[src/rtl/scb_wb_collector_if.sv]
// rtl/scb_wb_collector_if.sv - register-file writeback port between collector (master) and write port (slave)
interface scb_wb_collector_if #(
    parameter int W_pip   = 1,
    parameter int W_PA_rx = 5,
    parameter int W_ident = 4
);
    logic               wb_valid;
    logic               wb_ready;
    logic [W_pip-1:0]   wb_pip;
    logic [W_PA_rx-1:0] wb_rd;
    logic [W_ident-1:0] wb_slot;

    modport master (output wb_valid, output wb_pip, output wb_rd, output wb_slot, input wb_ready);
    modport slave  (input wb_valid, input wb_pip, input wb_rd, input wb_slot, output wb_ready);
endinterface

[src/rtl/scb_wb_collector.sv]
// rtl/scb_wb_collector.sv - scoreboard writeback collector: per-slot pending store, round-robin drain
// Optional same-cycle bypass of ready candidates into arbitration: SCB_WB_BYPASS_EN
module scb_wb_collector #(
    parameter int N_CELL  = 8,
    parameter int W_pip   = 1,
    parameter int W_PA_rx = 5,
    parameter int W_ident = 4,
    parameter int W_CAND  = 1 + W_pip + W_PA_rx
) (
    input  logic                         clk,
    input  logic                         rst_n,
    input  logic [N_CELL*W_CAND-1:0]     candit_wb,
    input  logic                         CFI_PC_clear,
    scb_wb_collector_if.master           wb,
    output logic [N_CELL-1:0]            pend_mask,
    output logic [$clog2(N_CELL+1)-1:0]  pend_cnt,
    output logic                         ovf
);
    localparam int PW = $clog2(N_CELL);
    localparam int CW = $clog2(N_CELL+1);

    logic [N_CELL-1:0]              rdy, pend, req, drn, cap;
    logic [N_CELL-1:0][W_pip-1:0]   c_pip, pip_q;
    logic [N_CELL-1:0][W_PA_rx-1:0] c_rd, rd_q;
    logic [PW-1:0]                  rr_ptr, gnt, idx;
    logic                           gnt_vld, load, drain;
    logic [W_pip-1:0]               sel_pip;
    logic [W_PA_rx-1:0]             sel_rd;

    for (genvar k = 0; k < N_CELL; k++) begin : g_unpack
        assign rdy[k]   = candit_wb[k*W_CAND + W_CAND - 1];
        assign c_pip[k] = candit_wb[k*W_CAND + W_PA_rx +: W_pip];
        assign c_rd[k]  = candit_wb[k*W_CAND +: W_PA_rx];
    end

    assign load  = !wb.wb_valid || wb.wb_ready;
    assign drain = load && gnt_vld;
    assign drn   = drain ? (N_CELL'(1) << gnt) : '0;

`ifdef SCB_WB_BYPASS_EN
    // A granted slot that was not pending goes straight to the output and is never stored
    assign req = pend | rdy;
    assign cap = rdy & ~(drn & ~pend);
`else
    assign req = pend;
    assign cap = rdy;
`endif

    // Scan from the farthest offset down so the nearest request at or after rr_ptr wins
    always_comb begin
        gnt     = '0;
        gnt_vld = 1'b0;
        idx     = '0;
        for (int i = N_CELL - 1; i >= 0; i--) begin
            idx = rr_ptr + PW'(i);
            if (req[idx]) begin
                gnt     = idx;
                gnt_vld = 1'b1;
            end
        end
    end

    assign sel_pip = pend[gnt] ? pip_q[gnt] : c_pip[gnt];
    assign sel_rd  = pend[gnt] ? rd_q[gnt]  : c_rd[gnt];

    always_comb begin
        pend_cnt = '0;
        for (int k = 0; k < N_CELL; k++) begin
            pend_cnt = pend_cnt + CW'(pend[k]);
        end
    end

    assign pend_mask = pend;

    always_ff @(posedge clk or negedge rst_n) begin
        if (!rst_n) begin
            pend        <= '0;
            pip_q       <= '0;
            rd_q        <= '0;
            rr_ptr      <= '0;
            ovf         <= 1'b0;
            wb.wb_valid <= 1'b0;
            wb.wb_pip   <= '0;
            wb.wb_rd    <= '0;
            wb.wb_slot  <= '0;
        end else if (CFI_PC_clear) begin
            pend        <= '0;
            wb.wb_valid <= 1'b0;
        end else begin
            if (load) begin
                wb.wb_valid <= gnt_vld;
                if (gnt_vld) begin
                    wb.wb_pip  <= sel_pip;
                    wb.wb_rd   <= sel_rd;
                    wb.wb_slot <= W_ident'(gnt);
                    rr_ptr     <= gnt + 1'b1;
                end
            end
            // Capture beats drain on the same slot; capturing over an undrained entry is an overflow
            for (int k = 0; k < N_CELL; k++) begin
                if (cap[k]) begin
                    pend[k]  <= 1'b1;
                    pip_q[k] <= c_pip[k];
                    rd_q[k]  <= c_rd[k];
                end else if (drn[k]) begin
                    pend[k]  <= 1'b0;
                end
            end
            if (|(cap & pend & ~drn)) begin
                ovf <= 1'b1;
            end
        end
    end
endmodule

[src/flat_wrapper.sv]
// flat-port wrapper written by rule: the top's interface ports become plain ports
module scb_wb_collector_flat 
#(
    parameter int N_CELL  = 8,
    parameter int W_pip   = 1,
    parameter int W_PA_rx = 5,
    parameter int W_ident = 4,
    parameter int W_CAND  = 1 + W_pip + W_PA_rx
)
  (clk, rst_n, candit_wb, CFI_PC_clear, pend_mask, pend_cnt, ovf, wb_wb_valid, wb_wb_pip, wb_wb_rd, wb_wb_slot, wb_wb_ready);
  scb_wb_collector_if #(.W_pip(W_pip), .W_PA_rx(W_PA_rx), .W_ident(W_ident)) wb_i ();
  input  logic clk;
  input  logic rst_n;
  input  logic [N_CELL*W_CAND-1:0] candit_wb;
  input  logic CFI_PC_clear;
  output logic [N_CELL-1:0] pend_mask;
  output logic [$clog2(N_CELL+1)-1:0] pend_cnt;
  output logic ovf;
  output wire logic [$bits(wb_i.wb_valid)-1:0] wb_wb_valid;
  output wire logic [$bits(wb_i.wb_pip)-1:0] wb_wb_pip;
  output wire logic [$bits(wb_i.wb_rd)-1:0] wb_wb_rd;
  output wire logic [$bits(wb_i.wb_slot)-1:0] wb_wb_slot;
  input wire logic [$bits(wb_i.wb_ready)-1:0] wb_wb_ready;
  assign wb_wb_valid = wb_i.wb_valid;
  assign wb_wb_pip = wb_i.wb_pip;
  assign wb_wb_rd = wb_i.wb_rd;
  assign wb_wb_slot = wb_i.wb_slot;
  assign wb_i.wb_ready = wb_wb_ready;
  scb_wb_collector #(.N_CELL(N_CELL), .W_pip(W_pip), .W_PA_rx(W_PA_rx), .W_ident(W_ident), .W_CAND(W_CAND)) u_core (.clk(clk), .rst_n(rst_n), .candit_wb(candit_wb), .CFI_PC_clear(CFI_PC_clear), .wb(wb_i), .pend_mask(pend_mask), .pend_cnt(pend_cnt), .ovf(ovf));
endmodule
[config.mk]
export PLATFORM = sky130hd
export DESIGN_NAME = scb_wb_collector_flat
export DESIGN_NICKNAME = d
export VERILOG_FILES = /design/src/rtl/scb_wb_collector_if.sv /design/src/rtl/scb_wb_collector.sv /design/src/flat_wrapper.sv
export SDC_FILE = /design/constraint.sdc
export NUM_CORES = 1
export LEC_CHECK = 0
export BUFFER_PORTS_ARGS = -buffer_cell sky130_fd_sc_hd__buf_2
export CAP_MARGIN = 10
export CORE_ASPECT_RATIO = 1.4
export CORE_MARGIN = 2
export CORE_UTILIZATION = 45
export DETAILED_ROUTE_END_ITERATION = 10
export PLACE_DENSITY = 0.66
export SYNTH_ARGS = -nofsm -noshare
export SYNTH_HDL_FRONTEND = slang
export SYNTH_SLANG_ARGS = --single-unit
[constraint.sdc]
create_clock -name clk -period 5.1 [get_ports clk]
set_clock_uncertainty 0.2 [all_clocks]
set_input_delay 0.51 -clock clk [delete_from_list [all_inputs] [get_ports clk]]
set_output_delay 0.51 -clock clk [all_outputs]
set_load 0.05 [all_outputs]
# Yosys cells after proc, flatten, opt, wreduce, memory -nomap -nowiden
# Index checks and enable logic that the tools add are counted.
# W data, S select, Z words.
[totals] reg_bits=70 in_bits=60 word_cells=146
[classes] shift=1 mux=64 n_reduce_logical=23 add_sub_neg=15 magnitude_cmp=9 bitwise_logic=4
[ops] cell="$mux W1" count=38
[ops] cell="$lt A3 B4 Y1 const B" count=9
[ops] cell="$bmux W1 S3" count=11
[ops] cell="$bmux W5 S3" count=2
[ops] cell="$add A4 B1 Y4" count=6
[ops] cell="$mux W3" count=8
[ops] cell="$reduce_bool A3 Y1" count=8
[ops] cell="$reduce_and A2 Y1" count=9
[ops] cell="$and A8 B8 Y8" count=2
[ops] cell="$mux W8" count=2
[ops] cell="$mux W5" count=3
[ops] cell="$add A3 B3 Y3 const B" count=4
[ops] cell="$not A8 Y8" count=1
[ops] cell="$reduce_or A8 Y1" count=1
[ops] cell="$shl A1 B3 Y8 const A" count=1
[ops] cell="$add A3 B1 Y3 const B" count=2
[ops] cell="$add A3 B2 Y3 const B" count=2
[ops] cell="$reduce_and A3 Y1" count=1
[ops] cell="$add A1 B1 Y2" count=1
[ops] cell="$reduce_bool A2 Y1" count=1
[ops] cell="$logic_and A1 B1 Y1" count=1
[ops] cell="$logic_not A1 Y1" count=1
[ops] cell="$logic_or A1 B1 Y1" count=1
[ops] cell="$not A1 Y1" count=1

# Depth between registers and ports, before layout
# Gate-level depths: netlist (run 1).
[depth] ltp_word=17 ltp_mapped=22 ltp_nobuf=15

# Worst setup path after synthesis (run 1)
# Ideal clock, no wire load.
[synth_timing] path_type="flip-flop to flip-flop" start="reg u_core.rr_ptr[0]" end="reg u_core.ovf" arrival_ns=4.363 path_slack_ns=0.451 required_time_ns=4.814 path_buffers=6 stages_incl_launch_ff=22 path_cell_list="dfrtp_1 > buf_6 > inv_1 > clkbuf_1 > clkbuf_1 > ha_1 > buf_4 > mux2_1 > mux4_2 > nand2_1 > o211ai_1 > or4_1 > o22ai_2 > buf_4 > buf_2 > nor2_1 > ha_1 > a21boi_0 > nand2_1 > nand4_1 > a311oi_1 > a32oi_1"
[synth_via] elab_chain_len=17 elab_cells_between_ends=46
[synth_lines] item="from (decl)" line_no="scb_wb_collector.sv:25" source="logic [PW-1:0] rr_ptr, gnt, idx;"
[synth_lines] item="from (signal assigned)" line_no="scb_wb_collector.sv:96" source="rr_ptr <= gnt + 1'b1;"
[synth_lines] item="$add A3 B3 Y3" line_no="scb_wb_collector.sv:55" source="idx = rr_ptr + PW'(i);"
[synth_lines] item="$bmux W1 S3" line_no="scb_wb_collector.sv:56" source="if (req[idx]) begin"
[synth_lines] item="$mux W1 (not written as such)" line_no="scb_wb_collector.sv:56"
[synth_lines] item="$mux W3 or $mux W1 (tied branches) (8 in a row)" line_no="scb_wb_collector.sv:56"
[synth_lines] item="$shl A1 B3 Y8 or $logic_and A1 B1 Y1 (tied branches)" line_no="scb_wb_collector.sv:38, scb_wb_collector.sv:37"
[synth_lines] item="$mux W8 *" line_no="scb_wb_collector.sv:38" source="assign drn = drain ? (N_CELL'(1) << gnt) : '0;"
[synth_lines] item="$not A8 Y8 *" line_no="scb_wb_collector.sv:109" source="if (|(cap & pend & ~drn)) begin"
[synth_lines] item="$and A8 B8 Y8 *" line_no="scb_wb_collector.sv:109"
[synth_lines] item="$reduce_or A8 Y1 *" line_no="scb_wb_collector.sv:109"
[synth_lines] item="$reduce_and A2 Y1 (no line) *"
[synth_lines] item="to (signal assigned)" line_no="scb_wb_collector.sv:81" source="ovf <= 1'b0;"
[synth_lines] item="to (signal assigned)" line_no="scb_wb_collector.sv:110" source="ovf <= 1'b1;"
[synth_lines] item="to (decl)" line_no="scb_wb_collector.sv:17" source="output logic ovf"
# Every way passes the cells marked *; elsewhere a longest branch is shown, timed or not. The select of a mux whose other input is x is not followed.
# A chain may end at the register's enable or synchronous reset.

# Final worst setup path (run 1)
# Ends and elaborated chain as after synthesis.

==> results of run 1 <==
## cell families after synthesis
kind of cell,count (synthesis),share of synthesized area
AOI/OAI and AO/OA,154,0.2227
and+or+nand+nor,138,0.1279
muxes,86,0.2099
buffers and inverters,76,0.06584
DFF,70,0.3328
adders and majority gates,11,0.03185
xor gates and xnor gates,5,0.008321
other,1,0.0007124
## layer usage
layer / vias up / part of all wire / track usage
met4: 0 / 0.034 / 0.1032
met2: 202 / 0.50 / 0.3975
li1: 2145 / - / -
met5: - / 0 / 0
met3: 39 / 0.057 / 0.03659
met1: 2289 / 0.40 / 0.3162
## sequential cells by signal, summed over array words and instances (netlist names)
register            count
u_core.rr_ptr           3
u_core.rd_q            40
u_core.wb.wb_slot       3
u_core.wb.wb_rd         5
u_core.pip_q            8
u_core.wb.wb_pip        1
u_core.wb.wb_valid      1
u_core.ovf              1
u_core.pend_mask        8
## final timing paths
check,slack (ps),endpoint,start,cells past startpoint
worst min-delay path,100,u_core.wb.wb_rd[2],rst_n,1
worst max register to register,490,u_core.ovf,u_core.rr_ptr[0],14
min in group clk,200,u_core.rd_q[33],candit_wb[45],2
worst max-delay path,490,u_core.ovf,u_core.rr_ptr[0],14
max in group asynchronous,3660,u_core.pip_q[4],rst_n,2
worst min register to register,300,u_core.wb.wb_slot[1],u_core.wb.wb_slot[1],2
## through the flow
stage / area, µm² / setup WS [ps] / utilization / std cells
2_1_floorplan: 5264 / 450.9 / - / 541
3_3_place_gp: 5663 / 748.3 / 0.4969 / 722
3_5_place_dp: 5663 / 577.4 / 0.4969 / 722
4_1_cts: 6011 / 529.5 / 0.5274 / 738
5_1_grt: 6011 / 101.5 / 0.5274 / 738
6_report: 6011 / 492.9 / 0.5274 / 738
## final cells by class
class                   instances  area [µm²]  share of cell area
multi-input cells             395        3166              0.5266
flip-flops and latches         70        1753              0.2916
repair buffers                 92       485.5             0.08077
clock buffers                  10       239.0             0.03976
well taps                     144       180.2             0.02998
clock inverters                 6       108.9             0.01811
inverters                      21       78.83             0.01311
## layout by cell type (no fill, tap or decap), types with 3 or more instances in the layout
master	netlist	final
nor2_1	25	25
a21oi_1	28	28
fa_1	4	4
nor3_1	10	10
a21boi_1	4	4
mux2_1	4	4
clkbuf_16	0	9
o221ai_1	49	49
nand4_1	3	3
dfrtp_1	70	69
buf_4	7	10
bufinv_16	0	3
buf_2	16	82
o21ai_1	6	6
a31oi_1	3	3
a21boi_0	3	3
nand2b_1	13	13
xnor2_1	3	3
a221oi_1	8	8
mux4_2	12	12
and3b_1	4	4
and2_1	4	4
a22oi_1	7	7
ha_1	7	7
mux2i_1	17	17
a211oi_1	4	4
inv_1	21	21
o211ai_1	11	11
mux2_2	51	51
nor2b_1	7	7
o21ai_0	8	8
o22ai_1	7	7
nand2_1	52	52
nand3_1	10	10
==> out/qor.csv, run 1 <==
metric,value,unit
synth_common_cells,"dfrtp_1, nand2_1, mux2_2, o221ai_1, clkbuf_1",
netlist-cell-type-count,62,
antenna_left,0,
grt_pass1_vias,4597,
yosysMostFrequentCell,dfrtp_1,
area_growth_syn_to_layout,14.19,%
antenna_found_initial,0,
ctsResizeCount,0,
relSlewSlack,0.2325,
synth.cell_area,5264,µm²
start_util,0.4619,
slew_viol_final,0,
drtIter0Drc,382,
die_w,95.41,µm
critPathTopFamily,compound AO/OA/AOI/OAI gates,
netlist.area_leader.share,0.3328,
synth_top_area_cell,dfrtp_1,
period_minus_slack,4607,ps
crit_chain,inv_1 -> ha_1 -> mux2_1 -> mux4_2 -> o211ai_1 -> o31ai_4 -> a22oi_2 -> nor2_1 -> ha_1 -> a21boi_0 -> nand2_1 -> nand4_1 -> a311oi_1 -> a32oi_1,
status,"complete, no violations",
avgRoutedWirePerCell,19.94,µm
fmax,217.1,MHz
cts_setup_buffers,0,
worst_pin_slew,1151,ps
critPathCaptureType,flop,
ys_seq_area_frac,0.3328,
cts-root-buf,clkbuf_16,
nets,660,
startpoint_type,flop,
fillers,1065,
clkLatencyLatePin,340,ps
ys.flop_type,dfrtp_1,
vias,4675,
insertedDiodeCount,0,
core,11400,µm²
fp.dieArea,12590,µm²
synth.avg_cell_area,9.730,µm²
drive_gt1_frac,0.3081,
final_hold_viol_count,0,
numPortBuffers,82,
finalSetupViolations,0,
cp_slowest_cell,o31ai_4,
place_congestion,0.9178,
cp_data_arrival_time,4610,ps
drt-vias-per-instance,6.335,
cts.clk_slew.worst_paths,60,ps
overflow,0,
die_h,132.0,µm
synth-edff-count,0,
synth_area_leaders,"dfrtp_1, mux2_2, o221ai_1, mux4_2, nand2_1",
cts_tree,yes,
tns,0,ps
firstDrtPassIters,5,
cts_buffers,9,
worst_hold_slack,95.57,ps
drv_cap,0,
synth_fp_nets,612,
top_level_ports,84,
rsz0062_at_grt,no,
ys_warn_count,0,
crit_path_frequent_cell,ha_1,
grt_pass1_wl,24.01,mm
clockBufferDepth,2,
dpl.hpwl,10.63,mm
syn_inst,541,
drc_errors,0,
async_reset_ff_frac,1.000,
crit_fanout,26,
grt_max_degree,64,
crit_buf_inv,1,
rows,46,
path_class,reg2reg,
grt_usage,0.2427,
yosys_register_bits,70,
crit_required,5100,ps
fin_crit_sh,0.9033,
routed_wirelength,14.72,mm
hp-class,in2async,
holdBufCountCts,0,
cpPeakStageDelay,990,ps
clock-sinks,70,
htreeDepth,3,
Power of run 1 is not shown: default switching activity piles up to over one toggle a cycle in this logic, so the estimate is an artifact.
==> run 2, diff against run 1 <==
ABC_AREA = 0   (was not set)
BUFFER_PORTS_ARGS = not set   (was -buffer_cell sky130_fd_sc_hd__buf_2)
DONT_BUFFER_PORTS = 1   (was not set)
PLACE_DENSITY = not set   (was 0.66)
==> run 2 against run 1 <==
Worst hold slack got worse by 69 ps. Worst setup slack improved by 280 ps. Design area fell by 6.3%. Count of clock-buffer cells in the layout fell by 1. Utilization fell by 3.3 points. Flip-flop and latch count did not move.
==> out/qor.csv, run 2 (synthesis results as in run 1) <==
metric,value,unit,change
dpl.hpwl,10.49,mm,was 10.63 mm
status,"complete, no violations",,unchanged
grt_max_degree,71,,was 64
setup_slack,769.3,ps,was 492.9 ps
rr_startpoint,u_core.rr_ptr[1],,was u_core.rr_ptr[0]
drive_gt1_frac,0.2092,,was 0.3081
rsz0062_at_grt,no,,unchanged
grt_pass1_vias,4325,,was 4597
hp-class,in2reg,,was in2async
routed_wirelength,14.75,mm,was 14.72 mm
path_class,reg2out,,was reg2reg
cpPeakStageDelay,810,ps,was 990 ps
startpoint_type,flop,,unchanged
critPathCaptureType,output port,,was flop
numPortBuffers,0,,was 82
grt_usage,0.2432,,was 0.2427
start_util,0.4619,,unchanged
avgRoutedWirePerCell,22.18,µm,was 19.94 µm
ctsResizeCount,0,,unchanged
insertedDiodeCount,0,,unchanged
drtIter0Drc,284,,was 382
area_growth_syn_to_layout,7.012,%,was 14.19%
die_w,95.41,µm,unchanged
crit_chain,inv_1 -> fa_1 -> fa_1 -> inv_1 -> fa_1 -> inv_1 -> fa_1 -> inv_1,,was inv_1 -> ha_1 -> mux2_1 -> mux4_2 -> o211ai_1 -> o31ai_4 -> a22oi_2 -> nor2_1 -> ha_1 -> a21boi_0 -> nand2_1 -> nand4_1 -> a311oi_1 -> a32oi_1
antenna_left,0,,unchanged
fin_cells,665,,was 738
fillers,1052,,was 1065
antenna_found_initial,0,,unchanged
crit_fanout,9,,was 26
die_h,132.0,µm,unchanged
nets,587,,was 660
placed_cells,647,,was 722
rows,46,,unchanged
overflow,0,,unchanged
clockBufferDepth,2,,unchanged
worstSetupStartpoint,u_core.pend_mask[4],,was u_core.rr_ptr[0]
fin_crit_sh,0.8492,,was 0.9033
top_level_ports,84,,unchanged
htreeDepth,3,,unchanged
final_hold_viol_count,0,,unchanged
final_common_cell,dfrtp_1,,was buf_2
crit_buf_inv,4,,was 1
cts_setup_buffers,0,,unchanged
cts-root-buf,clkbuf_16,,unchanged
cts_buffers,9,,unchanged
crit_required,4390,ps,was 5100 ps
critPathTopFamily,adder cells,,was compound AO/OA/AOI/OAI gates
top_register,u_core.rd_q,,unchanged
regArea,1753,µm²,unchanged
period_minus_slack,4331,ps,was 4607 ps
fp.dieArea,12590,µm²,unchanged
holdBufCountCts,2,,was 0
tns,0,ps,unchanged
cp_data_arrival_time,3620,ps,was 4610 ps
slew_viol_final,0,,unchanged
finalSetupViolations,0,,unchanged
min-delay-start,CFI_PC_clear,,
drc_errors,0,,unchanged
vias,4344,,was 4675
cts.clk_slew.worst_paths,60,ps,about the same
final_cell_mix,"dfrtp_1, nand2_1, mux2_2",,"was buf_2, dfrtp_1, nand2_1"
grt_pass1_wl,23.67,mm,was 24.01 mm
cts_tree,yes,,unchanged
clkLatencyLatePin,340,ps,about the same
place_congestion,1.006,,was 0.9178
worst_pin_slew,970.5,ps,was 1151 ps
firstDrtPassIters,5,,unchanged
relSlewSlack,0.3530,,was 0.2325
largest_reg_flops,40,,unchanged
cp_slowest_cell,dfrtp_1,,was o31ai_4
fmax,230.9,MHz,was 217.1 MHz
post-place-ws,894.4,ps,was 577.4 ps
multi_input_area,3166,µm²,unchanged
drt-vias-per-instance,6.532,,was 6.335
core,11400,µm²,unchanged
clock-sinks,70,,unchanged
drv_cap,0,,unchanged
-- run 2: metal layers --
| layer | wire length (µm) | global-route usage | vias up | share of wire |
|---|---|---|---|---|
| met5 | 0 | 0 | - | 0 |
| met4 | 420 | 0.09286 | 0 | 0.028 |
| met3 | 1086 | 0.05946 | 25 | 0.074 |
| met2 | 7550 | 0.4049 | 168 | 0.51 |
| met1 | 5689 | 0.3012 | 2153 | 0.39 |
| li1 | - | - | 1998 | - |
-- run 2: cell type report --
class,count,area share
repair buffers,19,0.02932
flip-flops and latches,70,0.3112
inverters,21,0.01399
clock inverters,7,0.01155
clock buffers,9,0.03998
multi-input cells,395,0.5620
well taps,144,0.03199
-- run 2: worst paths after layout --
check	to	slack, ps	cells after the start
min	u_core.wb.wb_valid	30	1
max in group asynchronous	u_core.rr_ptr[0]	3820	2
min in group asynchronous	u_core.wb.wb_slot[1]	590	2
max reg2reg	u_core.ovf	850	15
min reg2reg	u_core.rd_q[14]	370	1
max	pend_cnt[1]	770	8
-- run 2: stage by stage --
| step | hold slack [ps] | util | cell area (µm²) |
|---|---|---|---|
| after floorplan | 14.41 | - | 5264 |
| after global placement | 16.72 | 0.4655 | 5305 |
| after detailed placement | 17.40 | 0.4655 | 5305 |
| after CTS | 21.86 | 0.4943 | 5633 |
| after global routing | 23.97 | 0.4943 | 5633 |
| final | 26.98 | 0.4943 | 5633 |
Power of run 2 is left out for the same reason.
==> run 3, diff against run 2 <==
clock period = 4.4 ns   (was 5.1 ns; I/O delays follow)
==> run 3 against run 2 <==
Flip-flop and latch count stayed put. Global-route usage is 0.27 points higher. Cell count is 1.8% higher. Utilization is 1.5 points higher. Critical path depth stayed put. Critical path type unchanged. Register-to-register slack worse by 370 ps. Non-clock buffer count is 13 higher. Via count is 2.0% higher. First-iteration DRC count is 12% lower. Count of clock-buffer cells in the layout stayed put.
==> out/qor.csv, run 3 (synthesis results as in run 1) <==
metric,value,unit,change
drive_gt1_frac,0.2251,,was 0.2092
ctsResizeCount,0,,unchanged
worstHoldPathCells,2,,was 1
fp.dieArea,12590,µm²,unchanged
grt_pass1_wl,23.94,mm,was 23.67 mm
startpoint_type,flop,,unchanged
finalSetupViolations,0,,unchanged
die_w,95.41,µm,unchanged
insertedDiodeCount,0,,unchanged
grt_pass1_vias,4464,,was 4325
place_area,5395,µm²,was 5305 µm²
worst_pin_slew,791.6,ps,was 970.5 ps
holdBufCountCts,3,,was 2
grt_max_degree,71,,unchanged
top_register,u_core.rd_q,,unchanged
drt-vias-per-instance,6.545,,was 6.532
relSlewSlack,0.4723,,was 0.3530
drc_errors,0,,unchanged
numPortBuffers,0,,unchanged
cp_data_arrival_time,3480,ps,was 3620 ps
rr_startpoint,u_core.rr_ptr[1],,unchanged
final_hold_viol_count,0,,unchanged
start_util,0.4619,,unchanged
crit_required,3760,ps,was 4390 ps
grt_usage,0.2459,,was 0.2432
fin_area,5803,µm²,was 5633 µm²
vias,4431,,was 4344
cts_tree,yes,,unchanged
clkLatencyLatePin,340,ps,about the same
die_h,132.0,µm,unchanged
firstDrtPassIters,5,,unchanged
area_growth_syn_to_layout,10.24,%,was 7.012%
dpl.hpwl,10.67,mm,was 10.49 mm
antenna_left,0,,unchanged
final_cell_mix,"dfrtp_1, nand2_1, mux2_2",,unchanged
antenna_found_initial,0,,unchanged
tns,0,ps,unchanged
htreeDepth,3,,unchanged
fillers,1031,,was 1052
rr_worst_depth,15,,unchanged
crit_fanout,16,,was 9
drtIter0Drc,249,,was 284
min-delay-start,candit_wb[41],,was CFI_PC_clear
rrSetupSlack,480,ps,was 850 ps
fin_cells,677,,was 665
cts-root-buf,clkbuf_16,,unchanged
status,"complete, no violations",,unchanged
routed_wirelength,14.95,mm,was 14.75 mm
drv_cap,0,,unchanged
postLayoutCoreUtil,0.5092,,was 0.4943
slew_viol_final,0,,unchanged
nets,600,,was 587
path_class,reg2out,,unchanged
cts_buffers,9,,unchanged
top_level_ports,84,,unchanged
avgRoutedWirePerCell,22.09,µm,was 22.18 µm
clock-sinks,70,,unchanged
final_common_cell,dfrtp_1,,unchanged
rows,46,,unchanged
cts.clk_slew.worst_paths,60,ps,about the same
core,11400,µm²,unchanged
overflow,0,,unchanged
rsz0062_at_grt,no,,unchanged
fmax,242.8,MHz,
place_congestion,1.096,,was 1.006
placed_cells,659,,was 647
largest_reg_flops,40,,unchanged
holdPathEnd,u_core.pend_mask[5],,was u_core.wb.wb_valid
cts_setup_buffers,0,,unchanged
hp-class,in2reg,,unchanged
clockBufferDepth,2,,unchanged
period_minus_slack,4119,ps,
fin_crit_sh,0.9362,,
r2r-end,u_core.ovf,,unchanged
critPathCaptureType,output port,,unchanged
run 3: cell count changes in the layout (fill, tap and decap cells not counted), sizes merged:
cell         delta
bufinv          +3
clkinv          -4
dlygate4sd3     +1
buf            +12
run 3: through the flow:
| stage | setup slack (ps) | hold slack (ps) |
|---|---|---|
| floorplan | 49.61 | -55.59 |
| global placement | 620.8 | -52.68 |
| detailed placement | 554.8 | -52.97 |
| CTS | 277.5 | 15.37 |
| global route | 173.4 | 28.80 |
| finish | 280.8 | 26.55 |
run 3: worst max-delay path: stages (launching register included):
cell	delay, ps
dfrtp_1	730
inv_1	150
fa_1	520
fa_1	490
inv_1	50
fa_1	380
inv_1	80
fa_1	410
inv_1	340
run 3: layout make-up:
cell class | instances | area (µm²) | area share
tap | 144 | 180.2 | 0.03105
clock inverter | 6 | 135.1 | 0.02329
multi-input combinational | 395 | 3166 | 0.5455
timing repair buffer | 32 | 265.3 | 0.04571
inverter | 21 | 78.83 | 0.01358
clock buffer | 9 | 225.2 | 0.03881
sequential | 70 | 1753 | 0.3021
run 3: worst max-delay path by stage:
| stage | start | endpoint | slack, ps | depth (start not counted) |
|---|---|---|---|---|
| after floorplan | u_core.rr_ptr[0] | u_core.ovf | 50 | 21 |
| after global placement | u_core.rr_ptr[1] | u_core.wb.wb_rd[4] | 620 | 11 |
| after detailed placement | u_core.rr_ptr[1] | u_core.wb.wb_rd[2] | 550 | 11 |
| after CTS | u_core.pend_mask[2] | pend_cnt[1] | 280 | 8 |
| after global routing | u_core.pend_mask[2] | pend_cnt[1] | 170 | 8 |
| final | u_core.pend_mask[2] | pend_cnt[1] | 280 | 8 |
run 3: metal layers:
metal / part of all wire / up-vias / global-route usage
li1: - / 2025 / -
met1: 0.39 / 2188 / 0.3000
met2: 0.51 / 182 / 0.4147
met3: 0.063 / 36 / 0.05031
met4: 0.030 / 0 / 0.1056
met5: 0 / - / 0
Power of run 3 is left out for the same reason.
